<file path="src/rtl/hs_req_tx.sv">
// Four-phase req/ack handshake transmitter with an internal ack synchronizer.
// Optional per-phase timeout with ABORT recovery when HS_TX_TIMEOUT_EN is defined.
module hs_req_tx #(
  parameter int WIDTH          = 8,
  parameter int SYNC_STAGES    = 2,
  parameter int TIMEOUT_CYCLES = 16
) (
  input  logic             clk,
  input  logic             rst,
  input  logic             send,
  input  logic [WIDTH-1:0] data_in,
  input  logic             ack_async,
  output logic             req,
  output logic [WIDTH-1:0] data_out,
  output logic             busy,
  output logic             done,
  output logic             err
);

`ifdef HS_TX_TIMEOUT_EN
  typedef enum logic [1:0] {
    IDLE   = 2'd0,
    REQ_HI = 2'd1,
    ACK_LO = 2'd2,
    ABORT  = 2'd3
  } state_t;
`else
  typedef enum logic [1:0] {
    IDLE   = 2'd0,
    REQ_HI = 2'd1,
    ACK_LO = 2'd2
  } state_t;
`endif

  state_t               state_reg, state_next;
  logic [SYNC_STAGES-1:0] ack_sync_reg;
  logic                 ack_s;
  logic                 req_reg;
  logic                 done_reg, done_next;
  logic [WIDTH-1:0]     data_out_reg;
  logic                 load;

  // Flop chain for the asynchronous acknowledge; only the last stage is used.
  genvar gi;
  generate
    for (gi = 0; gi < SYNC_STAGES; gi++) begin : g_sync
      if (gi == 0) begin : g_first
        always_ff @(posedge clk) begin
          if (rst) ack_sync_reg[gi] <= 1'b0;
          else     ack_sync_reg[gi] <= ack_async;
        end
      end else begin : g_next
        always_ff @(posedge clk) begin
          if (rst) ack_sync_reg[gi] <= 1'b0;
          else     ack_sync_reg[gi] <= ack_sync_reg[gi-1];
        end
      end
    end
  endgenerate

  assign ack_s = ack_sync_reg[SYNC_STAGES-1];

`ifdef HS_TX_TIMEOUT_EN
  localparam int CW = $clog2(TIMEOUT_CYCLES) + 1;
  logic [CW-1:0] tmo_cnt_reg;
  logic          timeout_hit;
  logic          err_reg, err_next;

  assign timeout_hit = (tmo_cnt_reg == CW'(TIMEOUT_CYCLES - 1));

  // Restarts on every state change, so each wait phase gets a fresh budget.
  always_ff @(posedge clk) begin
    if (rst)
      tmo_cnt_reg <= '0;
    else if (state_next != state_reg)
      tmo_cnt_reg <= '0;
    else if (state_reg == REQ_HI || state_reg == ACK_LO)
      tmo_cnt_reg <= tmo_cnt_reg + 1'b1;
  end
`endif

  always_comb begin
    state_next = state_reg;
    done_next  = 1'b0;
    load       = 1'b0;
`ifdef HS_TX_TIMEOUT_EN
    err_next   = 1'b0;
`endif
    case (state_reg)
      IDLE: begin
        if (send) begin
          state_next = REQ_HI;
          load       = 1'b1;
        end
      end
      REQ_HI: begin
        if (ack_s)
          state_next = ACK_LO;
`ifdef HS_TX_TIMEOUT_EN
        else if (timeout_hit) begin
          state_next = ABORT;
          err_next   = 1'b1;
        end
`endif
      end
      ACK_LO: begin
        if (!ack_s) begin
          state_next = IDLE;
          done_next  = 1'b1;
        end
`ifdef HS_TX_TIMEOUT_EN
        else if (timeout_hit) begin
          state_next = ABORT;
          err_next   = 1'b1;
        end
`endif
      end
`ifdef HS_TX_TIMEOUT_EN
      // A late acknowledge must drain before the next transfer may start.
      ABORT: begin
        if (!ack_s)
          state_next = IDLE;
      end
`endif
      default: state_next = IDLE;
    endcase
  end

  always_ff @(posedge clk) begin
    if (rst) begin
      state_reg    <= IDLE;
      req_reg      <= 1'b0;
      done_reg     <= 1'b0;
      data_out_reg <= '0;
    end else begin
      state_reg <= state_next;
      req_reg   <= (state_next == REQ_HI);
      done_reg  <= done_next;
      if (load)
        data_out_reg <= data_in;
    end
  end

`ifdef HS_TX_TIMEOUT_EN
  always_ff @(posedge clk) begin
    if (rst) err_reg <= 1'b0;
    else     err_reg <= err_next;
  end
  assign err = err_reg;
`else
  assign err = 1'b0;
`endif

  assign req      = req_reg;
  assign done     = done_reg;
  assign data_out = data_out_reg;
  assign busy     = (state_reg != IDLE);

endmodule

</file>
<file path="config.mk">
export PLATFORM = sky130hd
export DESIGN_NAME = hs_req_tx
export DESIGN_NICKNAME = d
export VERILOG_FILES = /design/src/rtl/hs_req_tx.sv
export SDC_FILE = /design/constraint.sdc
export NUM_CORES = 1
export LEC_CHECK = 0
export BUFFER_PORTS_ARGS = -buffer_cell sky130_fd_sc_hd__buf_2
export CORE_MARGIN = 8
export CORE_UTILIZATION = 35
export CTS_CLUSTER_DIAMETER = 100
export DETAILED_ROUTE_END_ITERATION = 8
export SETUP_SLACK_MARGIN = 0.02
export SLEW_MARGIN = 15
export SYNTH_ARGS = -nofsm -noshare
export SYNTH_HDL_FRONTEND = slang
export SYNTH_SLANG_ARGS = --single-unit
</file>
<file path="constraint.sdc">
create_clock -name clk -period 1.65 [get_ports clk]
set_clock_uncertainty 0.05 [all_clocks]
set_input_delay 0.2475 -clock clk [delete_from_list [all_inputs] [get_ports clk]]
set_output_delay 0.2475 -clock clk [all_outputs]
set_load 0.02 [all_outputs]
</file>
==> PnR_summary.wiki, run 1 <==
{| class="wikitable"
! Metric !! Value
|-
| CP Data Required Time || 1.35 ns
|-
| Number of resized instances in the post-cts repair step || 0
|-
| Min-delay worst type || input pin to flop
|-
| Largest area contributor in the synthesized netlist || sky130_fd_sc_hd__dfxtp_1
|-
| Number of flip-flops under the largest register name || 8
|-
| Fraction of synthesized cell area taken by the top area cell type || 0.484
|-
| Met2 Wirelength || 483 um
|-
| Post-CTS Setup Bufs || 0
|-
| Clock network latency to the later pin of the worst-skew pair || 0.27 ns
|-
| Routed length on met3 || 73 um
|-
| Area of the multi-input gates || 273 um^2
|-
| Final setup violation count || 0
|-
| Top post-synthesis cells by area || sky130_fd_sc_hd__dfxtp_1, sky130_fd_sc_hd__nand2b_1, sky130_fd_sc_hd__mux2i_1, sky130_fd_sc_hd__nor3b_2, sky130_fd_sc_hd__a211oi_1
|-
| Average footprint of a synthesized cell || 10.7 um^2
|-
| Total gr overflow || 0
|-
| Number of vias per cell || 4.58
|-
| Highest Clock Rate || 754 MHz
|-
| H-tree depth reported by CTS || 1
|-
| Global-route wire length before repair || 1.86 mm
|-
| Max Cap Viol || 0
|-
| CTS Hold Bufs || 0
|-
| Clock-pin slew reported for the worst setup and hold paths after clock tree synthesis || 0.08 ns
|-
| Leading cell type by number of instances after synthesis || sky130_fd_sc_hd__nand2b_1
|-
| Main synth FF type || sky130_fd_sc_hd__dfxtp_1
|-
| Largest net degree at the start of global routing || 23
|-
| Total number of vias || 426
|-
| Die ar. || 3210 um^2
|-
| Worst Setup Path Type || flop to output port
|-
| Number of storage elements in the synthesis netlist || 14
|-
| Number of fill cells in the layout || 149
|-
| Antenna violations before repair || 0
|-
| Accumulated negative setup slack || 0 ns
|-
| Number of nets in the layout || 90
|-
| Instance count of the mapped netlist || 54
|-
| Cell type of the slowest stage on the worst timing path || sky130_fd_sc_hd__dfxtp_1
|-
| Signed area change from the synthesized netlist to the final layout || 25.5%
|-
| IO buf count || 22
|-
| Antenna diode count || 0
|-
| Count of buffer and inverter cells on the critical path || 1
|-
| Number of placement rows || 14
|-
| Power density over cell area || 1000 nW/um^2
|-
| Number of global-route vias before repair || 436
|-
| Result of the run || complete, no violations
|-
| CORE AREA || 1520 um^2
|-
| Sequential fraction of the synthesis area || 0.484
|-
| Syn nets || 66
|-
| Leakage power total || 0.338 nW
|-
| DRC violation count after routing || 0
|-
| Total iterations of the first detailed-routing run || 2
|-
| Aggregate global-route resource usage || 0.0717
|-
| Antenna Violating Nets Remaining || 0
|-
| Clock period minus final worst setup slack || 1.33 ns
|-
| Clock tree from TritonCTS || done
|-
| Kind of end point of the critical path || output port
|-
| Data arrival, critical path || 1.03 ns
|-
| Maximum fanout encountered on the critical timing path || 6
|-
| Final Hold Viols || 0
|-
| Bufs on Longest Clock Path || 2
|-
| Ratio of cells with drive above 1 in the final layout || 0.377
|-
| Cell at the root of the clock tree || sky130_fd_sc_hd__clkbuf_4
|-
| Number of sinks on the clock net || 14
|-
| Number of top-level design ports || 24
|-
| Critical-path cell list || or2_1, buf_2
|-
| Most common library cells after synthesis || sky130_fd_sc_hd__nand2b_1, sky130_fd_sc_hd__dfxtp_1, sky130_fd_sc_hd__mux2i_1
|-
| Wire length after detailed routing || 1.06 mm
|-
| Top routing layer in use || met4
|-
| Synth warn || 0
|-
| Area of the mapped netlist || 579 um^2
|-
| RSZ-0062 raised after global routing || no
|-
| Final standard cell utilization of the core || 0.477
|-
| Sequential Area || 280 um^2
|-
| Routed wire per std cell || 11.4 um
|-
| Die height || 56.7 um
|-
| Die boundary width || 56.7 um
|-
| Number of different library cells in the post-synthesis netlist || 13
|-
| Startpoint type of the worst setup path || flop
|-
| Fin crit share || 0.804
|-
| Number of max-slew violations in the final report || 0
|-
| Total clock buffers created by CTS || 3
|-
| Crit-path max cell delay || 0.37 ns
|-
| DRC violation total after the first TritonRoute iteration || 3
|-
| Number of synthesized flops with an enable pin || 0
|-
| Starting density of the core || 0.380
|-
| Met1 wire length || 487 um
|-
| Share of synthesized registers carrying an async set or reset || 0
|-
| IR drop worst, VDD || 0.000448 V
|-
| Weighted congestion at the end of routability-driven global placement || 0.614
|-
| Largest delay contributor family on the critical path || flip-flops
|}
==> cell type report <==
type	instances	area share
Timing Repair Buffer	23	0.162
Multi-Input combinational cell	36	0.375
Sequential cell	14	0.386
Tap cell	16	0.0275
Clock buffer	4	0.0499
==> cell families (layout without fill, tap and decap cells) <==
kind of cell,count (synthesis),count (layout),synth area share
buf+inv,4,27,0.0454
mux,8,8,0.138
compound gates,2,2,0.0259
xor+xnor,1,1,0.0151
other cells,1,1,0.00647
flops,14,14,0.484
simple gates,24,24,0.285
==> placed cells by master (no fill, tap or decap), types with 2 or more instances in the layout <==
| master | instances |
|---|---|
| sky130_fd_sc_hd__nand2b_1 | 18 |
| sky130_fd_sc_hd__buf_2 | 22 |
| sky130_fd_sc_hd__a211oi_1 | 2 |
| sky130_fd_sc_hd__nor3b_2 | 2 |
| sky130_fd_sc_hd__mux2i_1 | 8 |
| sky130_fd_sc_hd__nor2b_1 | 2 |
| sky130_fd_sc_hd__clkbuf_4 | 3 |
| sky130_fd_sc_hd__dfxtp_1 | 14 |
==> through the flow <==
| step | total power, mW | hold slack [ns] | instances | area, um^2 | setup WS, ns |
|---|---|---|---|---|---|
| 6_report | 0.727 | 0.126 | 93 | 727 | 0.324 |
| 5_1_grt | 0.766 | 0.139 | 93 | 727 | 0.272 |
| 4_1_cts | 0.739 | 0.119 | 93 | 727 | 0.309 |
| 3_5_place_dp | 0.493 | 0.378 | 89 | 691 | 0.608 |
| 3_3_place_gp | 0.493 | 0.367 | 89 | 691 | 0.599 |
| 2_1_floorplan | 0.459 | 0.326 | 54 | 579 | 0.680 |
==> power breakdown <==
group | switching, mW | internal [mW] | total, mW
sequential | 0.0119 | 0.359 | 0.371
clock | 0.109 | 0.134 | 0.244
combinational | 0.0604 | 0.0528 | 0.113
total | 0.182 | 0.546 | 0.727
==> per-layer routing <==
metal	global-route usage	up-vias
met5	0	-
met4	0.0309	0
met3	0.0472	2
met2	0.111	16
met1	0.0737	187
li1	-	221
==> path summary, 6_finish.rpt <==
check / from / end / slack, ns / depth (start not counted)
max: state_reg[1]$_SDFF_PP0_ / busy / 0.32 / 2
min: ack_async / ack_sync_reg[0]$_SDFF_PP0_ / 0.13 / 2
max reg2reg: state_reg[1]$_SDFF_PP0_ / data_out[0]$_SDFFE_PP0P_ / 0.58 / 3
min reg2reg: ack_s$_SDFF_PP0_ / done$_SDFF_PP0_ / 0.39 / 1
(Power assumes the default switching activity.)
==> run 2: changes to the inputs <==
Clock period 1.65 ns to 1.3 ns, I/O delays scaled along.
==> PnR_summary.wiki, run 2 (same netlist as run 1, synthesis figures left out) <==
{| class="wikitable"
! Metric !! Value
|-
| Final setup violation count || 0 (unchanged)
|-
| Total number of vias || 417 (-2.1%)
|-
| Die boundary width || 56.7 um (unchanged)
|-
| IO buf count || 22 (unchanged)
|-
| Number of max-slew violations in the final report || 0 (unchanged)
|-
| DRC violation total after the first TritonRoute iteration || 6 (+3)
|-
| Signed area change from the synthesized netlist to the final layout || 26.3%
|-
| Commonest cells after routing, fill and taps aside || sky130_fd_sc_hd__buf_2, sky130_fd_sc_hd__nand2b_1, sky130_fd_sc_hd__dfxtp_1
|-
| Starting density of the core || 0.380 (unchanged)
|-
| Post-Place Setup Slack || 0.194 ns (-0.414 ns)
|-
| Power density over cell area || 1160 nW/um^2 (+16%)
|-
| Antenna diode count || 0 (unchanged)
|-
| Number of top-level design ports || 24 (unchanged)
|-
| Seq pwr share || 0.550 (+0.040)
|-
| Top routing layer in use || met4
|-
| Number of fill cells in the layout || 155 (+4.0%)
|-
| Crit-path max cell delay || 0.36 ns (about the same)
|-
| Startpoint type of the worst setup path || flop
|-
| Critical-path cell list || or2_1, buf_6
|-
| Total clock buffers created by CTS || 3 (unchanged)
|-
| Clock tree from TritonCTS || done
|-
| Final worst setup slack || 0.0595 ns (-0.265 ns)
|-
| Bufs on Longest Clock Path || 2 (unchanged)
|-
| Cell at the root of the clock tree || sky130_fd_sc_hd__clkbuf_4
|-
| Clock period minus final worst setup slack || 1.24 ns
|-
| Clock network latency to the later pin of the worst-skew pair || 0.27 ns (about the same)
|-
| Met2 Wirelength || 517 um (+7.0%)
|-
| Highest Clock Rate || 806 MHz
|-
| Power dissipated by switching net loads || 220 uW (+21%)
|-
| Routed wire per std cell || 11.8 um (+4.1%)
|-
| Fin crit share || 0.954
|-
| Die ar. || 3210 um^2 (unchanged)
|-
| Final Hold Viols || 0 (unchanged)
|-
| CORE AREA || 1520 um^2 (unchanged)
|-
| Clock-pin slew reported for the worst setup and hold paths after clock tree synthesis || 0.08 ns (about the same)
|-
| Number of global-route vias before repair || 424 (-2.8%)
|-
| RSZ-0062 raised after global routing || no
|-
| Aggregate global-route resource usage || 0.0740 (+0.00226)
|-
| Combinational share of power || 0.177 (+0.021)
|-
| Total gr overflow || 0 (unchanged)
|-
| Maximum fanout encountered on the critical timing path || 5 (-1)
|-
| Antenna Violating Nets Remaining || 0 (unchanged)
|-
| Ratio of cells with drive above 1 in the final layout || 0.403 (+0.0260)
|-
| Worst Hold Depth || 2 (unchanged)
|-
| Number of nets in the layout || 91 (+1.1%)
|-
| DRC violation count after routing || 0 (unchanged)
|-
| Total iterations of the first detailed-routing run || 4 (+2)
|-
| Sequential Area || 285 um^2 (+1.8%)
|-
| Largest net degree at the start of global routing || 23 (unchanged)
|-
| Max Cap Viol || 0 (unchanged)
|-
| Share of total power consumed by net switching || 0.258 (+0.00811)
|-
| IR drop worst, VDD || 0.000710 V (+59%)
|-
| Weighted congestion at the end of routability-driven global placement || 0.615 (+0.20%)
|-
| Design internal power || 632 uW (+16%)
|-
| Most common cell after layout, fill and taps aside || sky130_fd_sc_hd__buf_2
|-
| Antenna violations before repair || 0 (unchanged)
|-
| Number of sinks on the clock net || 14 (unchanged)
|-
| Number of vias per cell || 4.48 (-2.1%)
|-
| Worst Setup Path Type || flop to output port
|-
| Min-delay worst type || input pin to flop
|-
| Kind of end point of the critical path || output port
|-
| Data arrival, critical path || 1.00 ns (-0.03 ns)
|-
| CTS Hold Bufs || 0 (unchanged)
|-
| Die height || 56.7 um (unchanged)
|-
| CP Data Required Time || 1.05 ns (-0.30 ns)
|-
| Clk pwr share || 0.273 (-0.062)
|-
| Leakage power total || 0.339 nW (+0.20%)
|-
| Reg2Reg Setup Slack || 0.22 ns (-0.36 ns)
|-
| Result of the run || complete, no violations
|-
| Cell type of the slowest stage on the worst timing path || sky130_fd_sc_hd__dfxtp_4
|-
| Met1 wire length || 497 um (+2.1%)
|-
| Number of flip-flops under the largest register name || 8 (unchanged)
|-
| Accumulated negative setup slack || 0 ns (unchanged)
|-
| Wire length after detailed routing || 1.10 mm (+4.1%)
|-
| Depth of the worst register-to-register path || 3 (unchanged)
|-
| Global-route wire length before repair || 1.90 mm (+2.6%)
|-
| Number of placement rows || 14 (unchanged)
|-
| Routed length on met3 || 72 um (-1.4%)
|-
| H-tree depth reported by CTS || 1 (unchanged)
|-
| Area of the multi-input gates || 273 um^2 (unchanged)
|}
-- run 2: power groups by stage --
| stage | clock [mW] | combinational (mW) | sequential (mW) |
|---|---|---|---|
| 2_1_floorplan | 0 | 0.0770 | 0.505 |
| 3_3_place_gp | 0 | 0.147 | 0.480 |
| 3_5_place_dp | 0 | 0.149 | 0.480 |
| 4_1_cts | 0.246 | 0.149 | 0.470 |
| 5_1_grt | 0.263 | 0.167 | 0.473 |
| 6_report | 0.232 | 0.151 | 0.469 |
-- run 2: per-stage QoR --
stage                     std cells  utilization  hold WS, ns  power [mW]  area, um^2
after floorplan                  54            -        0.273       0.582         579
after global placement           89        0.453        0.354       0.627         691
after detailed placement         89        0.453        0.363       0.629         691
after CTS                        92        0.469       0.0720       0.866         714
after global routing             93        0.480       0.0886       0.902         732
final                            93        0.480       0.0826       0.852         732
-- run 2: path summary, 6_finish.rpt --
kind | start | end
min reg2reg | ack_sync_reg[0]$_SDFF_PP0_ | ack_s$_SDFF_PP0_
max reg2reg | state_reg[1]$_SDFF_PP0_ | data_out[0]$_SDFFE_PP0P_
min | ack_async | ack_sync_reg[0]$_SDFF_PP0_
max | state_reg[1]$_SDFF_PP0_ | busy
-- run 2: worst max-delay path: cells and delay by family (launching register included) --
family / cells / cell delay (ns)
flops: 1 / 0.36
buf+inv: 1 / 0.13
simple gates: 1 / 0.24
-- run 2: repair_timing --
item	in CTS	in global routing
cloned	0	0
setup endpoints to repair	1	1
buffers inserted	0	1
gates resized for setup	1	4
-- run 2: layout make-up --
class | instances | share of cell area
Clock buffer | 3 | 0.0308
Tap cell | 16 | 0.0274
Multi-Input combinational cell | 36 | 0.373
Sequential cell | 14 | 0.390
Timing Repair Buffer | 24 | 0.179
-- run 2: per-layer routing --
metal / global-route usage / vias to the layer above
met5: 0 / -
met4: 0.0515 / 0
met3: 0.0382 / 2
met2: 0.0909 / 13
met1: 0.0940 / 181
li1: - / 221
